--- config.mk ---
export PLATFORM = sky130hd
export DESIGN_NAME = tank_dist_sched
export DESIGN_NICKNAME = d
export VERILOG_FILES = /design/src/rtl/tank_dist_sched.sv
export SDC_FILE = /design/constraint.sdc
export NUM_CORES = 1
export LEC_CHECK = 0
export BUFFER_PORTS_ARGS = -buffer_cell sky130_fd_sc_hd__buf_2
export CAP_MARGIN = 20
export CORE_AREA = 3 3 51 53
export CTS_CLUSTER_DIAMETER = 50
export DETAILED_ROUTE_END_ITERATION = 10
export DIE_AREA = 0 0 54 56
export HOLD_SLACK_MARGIN = 0.02
export PLACE_DENSITY = 0.69
export SLEW_MARGIN = 40
export SYNTH_ARGS = -nofsm -noshare
export SYNTH_HDL_FRONTEND = slang
export SYNTH_SLANG_ARGS = --single-unit
--- constraint.sdc ---
create_clock -name clk -period 1.4 [get_ports clk]
set_input_delay 0.28 -clock clk [delete_from_list [all_inputs] [get_ports clk]]
set_output_delay 0.28 -clock clk [all_outputs]
set_load 0.05 [all_outputs]
--- src/rtl/tank_dist_sched.sv ---
// Single scheduler for NUM_RACKS store racks. It decodes one tank access and waits for the
// addressed word at the delay-line head, then drives one rack gate for exactly one minor cycle.
module tank_dist_sched #(
    parameter int NUM_RACKS      = 4,
    parameter int RACK_BITS      = 2,
    parameter int SEL_BITS       = 2,
    parameter int WORDS_PER_TANK = 16,
    parameter int WORD_BITS      = 4
) (
    input  logic                                  clk,
    input  logic                                  rst,
    input  logic                                  req_valid,
    output logic                                  req_ready,
    input  logic [RACK_BITS+SEL_BITS+WORD_BITS-1:0] req_addr,
    input  logic                                  req_write,
    input  logic                                  minor_strobe,
    input  logic [WORD_BITS-1:0]                  word_pos,
    output logic [SEL_BITS-1:0]                   f_pos,
    output logic [SEL_BITS-1:0]                   f_neg,
    output logic [NUM_RACKS-1:0]                  rack_t_in,
    output logic [NUM_RACKS-1:0]                  rack_t_out,
    output logic                                  busy,
    output logic                                  done,
    output logic                                  err
);

    localparam int ADDR_W = RACK_BITS + SEL_BITS + WORD_BITS;
    localparam logic [RACK_BITS:0] RACK_LIM = (RACK_BITS+1)'(NUM_RACKS);
    localparam logic [WORD_BITS:0] WORD_LIM = (WORD_BITS+1)'(WORDS_PER_TANK);

    typedef enum logic [2:0] {
        IDLE  = 3'd0,
        CHECK = 3'd1,
        WAIT  = 3'd2,
        XFER  = 3'd3,
        DONE  = 3'd4,
        ABORT = 3'd5
    } state_t;

    state_t                 state;
    state_t                 state_nxt;
    logic [RACK_BITS-1:0]   rack;
    logic [WORD_BITS-1:0]   word;
    logic                   write;
    logic [WORD_BITS:0]     miss;
    logic [WORD_BITS:0]     miss_nxt;
    logic                   accept;
    logic                   hit;
    logic                   addr_bad;
    logic [NUM_RACKS-1:0]   rack_hot;

    assign accept   = req_valid & req_ready;
    assign hit      = (word_pos == word);
    assign miss_nxt = miss + 1'b1;
    assign addr_bad = ({1'b0, rack} >= RACK_LIM) || ({1'b0, word} >= WORD_LIM);
    assign rack_hot = NUM_RACKS'(1) << rack;
    assign f_neg    = ~f_pos;

    // State register and request latch
    always_ff @(posedge clk or posedge rst) begin
        if (rst) begin
            state <= IDLE;
            rack  <= '0;
            word  <= '0;
            write <= 1'b0;
            f_pos <= '0;
            miss  <= '0;
        end else begin
            state <= state_nxt;
            if (accept) begin
                rack  <= req_addr[ADDR_W-1 -: RACK_BITS];
                f_pos <= req_addr[WORD_BITS +: SEL_BITS];
                word  <= req_addr[WORD_BITS-1:0];
                write <= req_write;
            end
            if (state == CHECK)
                miss <= '0;
            else if (state == WAIT && minor_strobe && !hit)
                miss <= miss_nxt;
        end
    end

    // Next-state decode; strobes outside WAIT/XFER are deliberately ignored
    always_comb begin
        state_nxt = state;
        case (state)
            IDLE:  if (accept) state_nxt = CHECK;
            CHECK: state_nxt = addr_bad ? ABORT : WAIT;
            WAIT: begin
                if (minor_strobe) begin
                    if (hit)
                        state_nxt = XFER;
                    else if (miss_nxt == WORD_LIM)
                        state_nxt = ABORT;
                end
            end
            XFER:  if (minor_strobe) state_nxt = DONE;
            DONE:  state_nxt = IDLE;
            ABORT: state_nxt = IDLE;
            default: state_nxt = IDLE;
        endcase
    end

    // Outputs decode from state alone, so async reset clears gates at once
    always_comb begin
        req_ready  = (state == IDLE);
        busy       = (state != IDLE);
        done       = (state == DONE);
        err        = (state == ABORT);
        rack_t_in  = '0;
        rack_t_out = '0;
        if (state == XFER) begin
            if (write)
                rack_t_in  = rack_hot;
            else
                rack_t_out = rack_hot;
        end
    end

endmodule

======== Word level (Yosys, flattened, before mapping) ========
Cells that the tools add are included.
word-level totals
  output and inout bits ................... 16
  bits of input ports ..................... 17
  bits in registers ....................... 17
  word-level logic and storage cells ...... 40
operators by class
  bitwise logic cells ..................... 2
  shift operators ......................... 1
  mux-type cells .......................... 12
  $add $sub $neg .......................... 1
  reductions and logical operators ........ 7
  equality and inequality tests ........... 11
operator list
  operator               number
  $mux W4                4
  $mux W3                5
  $pmux W3 S4            1
  $mux W5                2
  $eq A3 B2 Y1 const B   2
  $eq A3 B3 Y1 const B   2
  $add A5 B1 Y5 const B  1
  $eq A5 B5 Y1 const B   1
  $eq A4 B4 Y1           1
  $ne A2 B2 Y1 const B   2
  $reduce_and A4 Y1      1
  $shl A1 B2 Y4 const A  1
  $eq A3 B1 Y1 const B   1
  $logic_not A3 Y1       1
  $ne A3 B2 Y1 const B   1
  $reduce_bool A3 Y1     1
  $logic_and A1 B1 Y1    2
  $ne A2 B1 Y1 const B   1
  $not A2 Y2             1
  $reduce_bool A2 Y1     1
  $and A1 B1 Y1          1
  $logic_not A1 Y1       1

======== Depth between registers and ports, before layout ========
  depth in word-level cells ............... 6
  depth in mapped cells ................... 6
  gate-level depth less buffers ........... 4

======== Worst setup path after synthesis ========
No wires, ideal clock.
  path type ............................... flip-flop to output port
  start ................................... register state[1]
  end ..................................... output port busy
  arrival ................................. 2.225 ns
  buffers on the path ..................... 1
  path slack .............................. -1.105 ns
  required time ........................... 1.120 ns
  cell stages (with the launch flop) ...... 4
  cell sequence ........................... dfrtp_1 buf_2 nor3_1 inv_1
on the way
  word-level cells in the longest chain between the ends .. 1
RTL lines
  element                 line  RTL
  from (decl)             40    state_t state;
  from (signal assigned)  69    state <= state_nxt;
  $reduce_bool A3 Y1      107   busy = (state != IDLE);
  to (decl)               22    output logic busy,
Every way passes these cells.

======== Worst setup path in the final report ========
  start ................................... register state[2]
  end ..................................... output port rack_t_out[3]
on the way
  word-level cells in the longest chain between the ends .. 2
RTL lines
  element       line  RTL
  $eq A3 B2 Y1  112   if (state == XFER) begin
  $mux W4       112
  to (decl)     21    output logic [NUM_RACKS-1:0] rack_t_out,
Every way passes these cells.

==> results.txt <==
Worst Reg-to-Reg Cells - 4
Die Ht - 56 um
Hpwl dp - 1730 um
CP max stage delay - 0.45 ns
Starting Density - 42.5%
Num rows - 17
Ys async rst share - 100%
Post-Syn Nets - 114
Levels on crit path - 5
TritonCTS clock tree - done
Final instance area - 1710 um2
Fin util - 78.0%
Remaining antenna violation count after routing - 0
Share of the synthesized area in the top cell type - 45.6%
CP endpoint - rack_t_out[3]
CP startpoint - state[2]
Port bufs - 32
Worst hold path type - in2reg
CP top delay family - flip-flops
Reg2reg start - word[0]
Status - finished, violations left
Skew-Pair Late Insertion Delay - 0.29 ns
Initial antenna violation count - 0
Max clock buf depth - 2
Main combinational cell family by area after synthesis - simple AND/OR/NAND/NOR gates
Required @ worst endpoint - 1.12 ns
Kind of critical path - reg2out
Reg2reg setup slack - -0.27 ns
Synth Area in Adders - 1.34%
Arr. time, crit path - 1.50 ns
Antenna cells - 0
Final hold viol count - 0
GRT busiest layer - met2
Max_cap viols - 0
Worst path cell trace - nor2_4 -> nand3b_1 -> buf_6 -> nor2_4 -> buf_6
Pwr dens - 2180 nW/um2
DRC Markers - 0
Total routed wirelength - 2840 um
Clock-pin transition on the worst setup and hold timing paths - 0.10 ns
Fillers - 145
CP Max Fanout - 4
I/O pin count - 33
Placed inst area - 1370 um2
Vias per inst - 5.16
Share of post-route cells with drive strength above 1 - 62.5%
TritonCTS Sinks - 17
Critical-path top delay cell - dfrtp_1
Crit start category - flip-flop
Post-synth top area cell - dfrtp_1
GP Congestion - 0.822
Placed cell count - 171
Nets - 179
Violated checks - setup timing
Crit end category - output port
Peak supply drop - 1930 uV
End of the worst register-to-register path - state[1]
Yosys Warn Count - 0
Met1 Usage GRT - 25.2%
Simple-Gate Fraction of Synth Area - 20.1%
Minimum clock period - 1.78 ns
First-pass GRT wire length - 4200 um
Hold_ws - 0.199 ns
Post-synthesis compound-gate area fraction - 14.5%
Core area - 2190 um2
Final non-filler cell total - 188
Htree depth - 1
Sequential fraction of the synthesis area - 45.6%
Slew Viols, Final - 0
RSZ-0062 raised after global routing - yes
Post-route clock period utilization - 127%
Met3 usage - 1.61%
WL/cell - 15.1 um
Initial DRC count - 11
CTS root buf - clkbuf_4
Total iterations of the first detailed-routing run - 4
Peak Freq - 0.562 GHz
Final setup viols - 26
Least-Margin Pin Slew - 0.296 ns
Die Wd - 54 um
XOR/XNOR Fraction of Synth Area - 4.70%
Final WS setup - -0.378 ns
GR Util All Layers - 18.4%
Leak - 0.759 nW
Syn avg cell area - 9.71 um2
Vias - 970
Area contributors post-synth - dfrtp_1 46%, mux2_2 8.5%, xor2_1 3.8%
Area Growth Syn to Fin - 83.2%
Post-synthesis mux area share - 8.46%
GR Util met2 - 29.8%
Netlist Area Pre-Place - 932 um2
Max_slew headroom - 80.2%
Largest net degree at the start of global routing - 18
Yosys reg bits - 17
CP bufs+invs - 2
Number of synthesized flops with an enable pin - 0
Clock Skews - 0.00332 ns
Die area - 3020 um2
Distinct cells, synth - 29
Vias in the first global route - 928
Gr ovfl total - 0
Synth Flop Type - dfrtp_1
Synth Instances - 96
Num CTS Buffers - 3
## worst min-delay path by stage
stage / from / to / slack, ns / cells past startpoint
floorplan: rst / f_pos[0] / 0.21 / 1
global placement: rst / f_pos[1] / 0.30 / 3
detailed placement: rst / f_pos[0] / 0.30 / 3
CTS: req_addr[5] / f_pos[1] / 0.19 / 3
global route: req_addr[4] / f_pos[0] / 0.20 / 3
finish: req_addr[5] / f_pos[1] / 0.20 / 3
## synthesized netlist by cell type (2+ instances only)
cell and count:
dfrtp_1 17, inv_1 9, nor2_1 9, mux2_2 7
nand2_1 7, nor3_1 6, o21ai_0 5, nand3_1 4
xor2_1 4, buf_2 3, nand2b_1 3, a21oi_1 2
a31oi_1 2, o211ai_1 2, o31ai_1 2
## power by group
| group | switching [mW] | internal, mW | total (mW) |
|---|---|---|---|
| Combinational | 1.38 | 1.15 | 2.53 |
| Sequential | 0.224 | 0.693 | 0.917 |
| Clock | 0.155 | 0.111 | 0.266 |
| Total | 1.76 | 1.96 | 3.72 |
## worst min-delay path, stage by stage
cell and delay (ns):
buf_2 0.07, nand2_1 0.04, o21ai_0 0.06
## area by class of cell
| cell class | instances | area (um2) | area share [%] |
|---|---|---|---|
| clock buffer | 4 | 26.3 | 1.54 |
| timing repair buffer | 63 | 539 | 31.6 |
| sequential | 17 | 425 | 24.9 |
| multi-input combinational | 67 | 648 | 37.9 |
| inverter | 9 | 33.8 | 1.98 |
| tap | 28 | 35.0 | 2.05 |
## sequential cells by signal, indices dropped and copies added, names as in the netlist
| name | cells |
|---|---|
| write | 1 |
| state | 3 |
| rack | 2 |
| f_pos | 2 |
| miss | 5 |
| word | 4 |
## kinds of logic after synthesis
kind of cell,count (synthesis)
and+or+nand+nor,36
adders and majority gates,1
muxes,7
DFF,17
xor gates and xnor gates,5
buffers and inverters,12
AOI/OAI and AO/OA,18
## per-stage QoR
step,setup TNS [ns],total power [mW],setup slack (ns)
finish,-5.02,3.72,-0.378
global route,-6.78,3.91,-0.459
global placement,-0.954,2.70,-0.140
floorplan,-1.69,2.21,-0.227
detailed placement,-1.37,2.75,-0.185
CTS,-4.31,3.26,-0.341
## placed cells by master, fill, tap and decap left out, drive strengths merged, types with 3 or more instances in the layout
master,Yosys,layout
xor2,4,4
buf,3,62
nor2,9,9
nand2,7,7
nand2b,3,3
nor3,6,6
o21ai,6,6
nand3,4,4
dfrtp,17,17
clkbuf,0,4
mux2,7,7
inv,9,9
## layer usage
layer / routed length [um] / share of wire, %
met4: 60 / 2.1
met1: 1160 / 41
met3: 153 / 5.4
met5: 0 / 0
met2: 1460 / 52
## timing repair
| item | CTS | global route |
|---|---|---|
| gates resized for setup | 31 | 27 |
| pin swaps | 6 | 7 |
| hold buffers | 1 | 0 |
| setup buffers | 4 | 9 |
| hold endpoints to repair | 17 | 0 |
| setup endpoints to repair | 24 | 29 |
No activity file was read; power rests on OpenSTA's default activity.
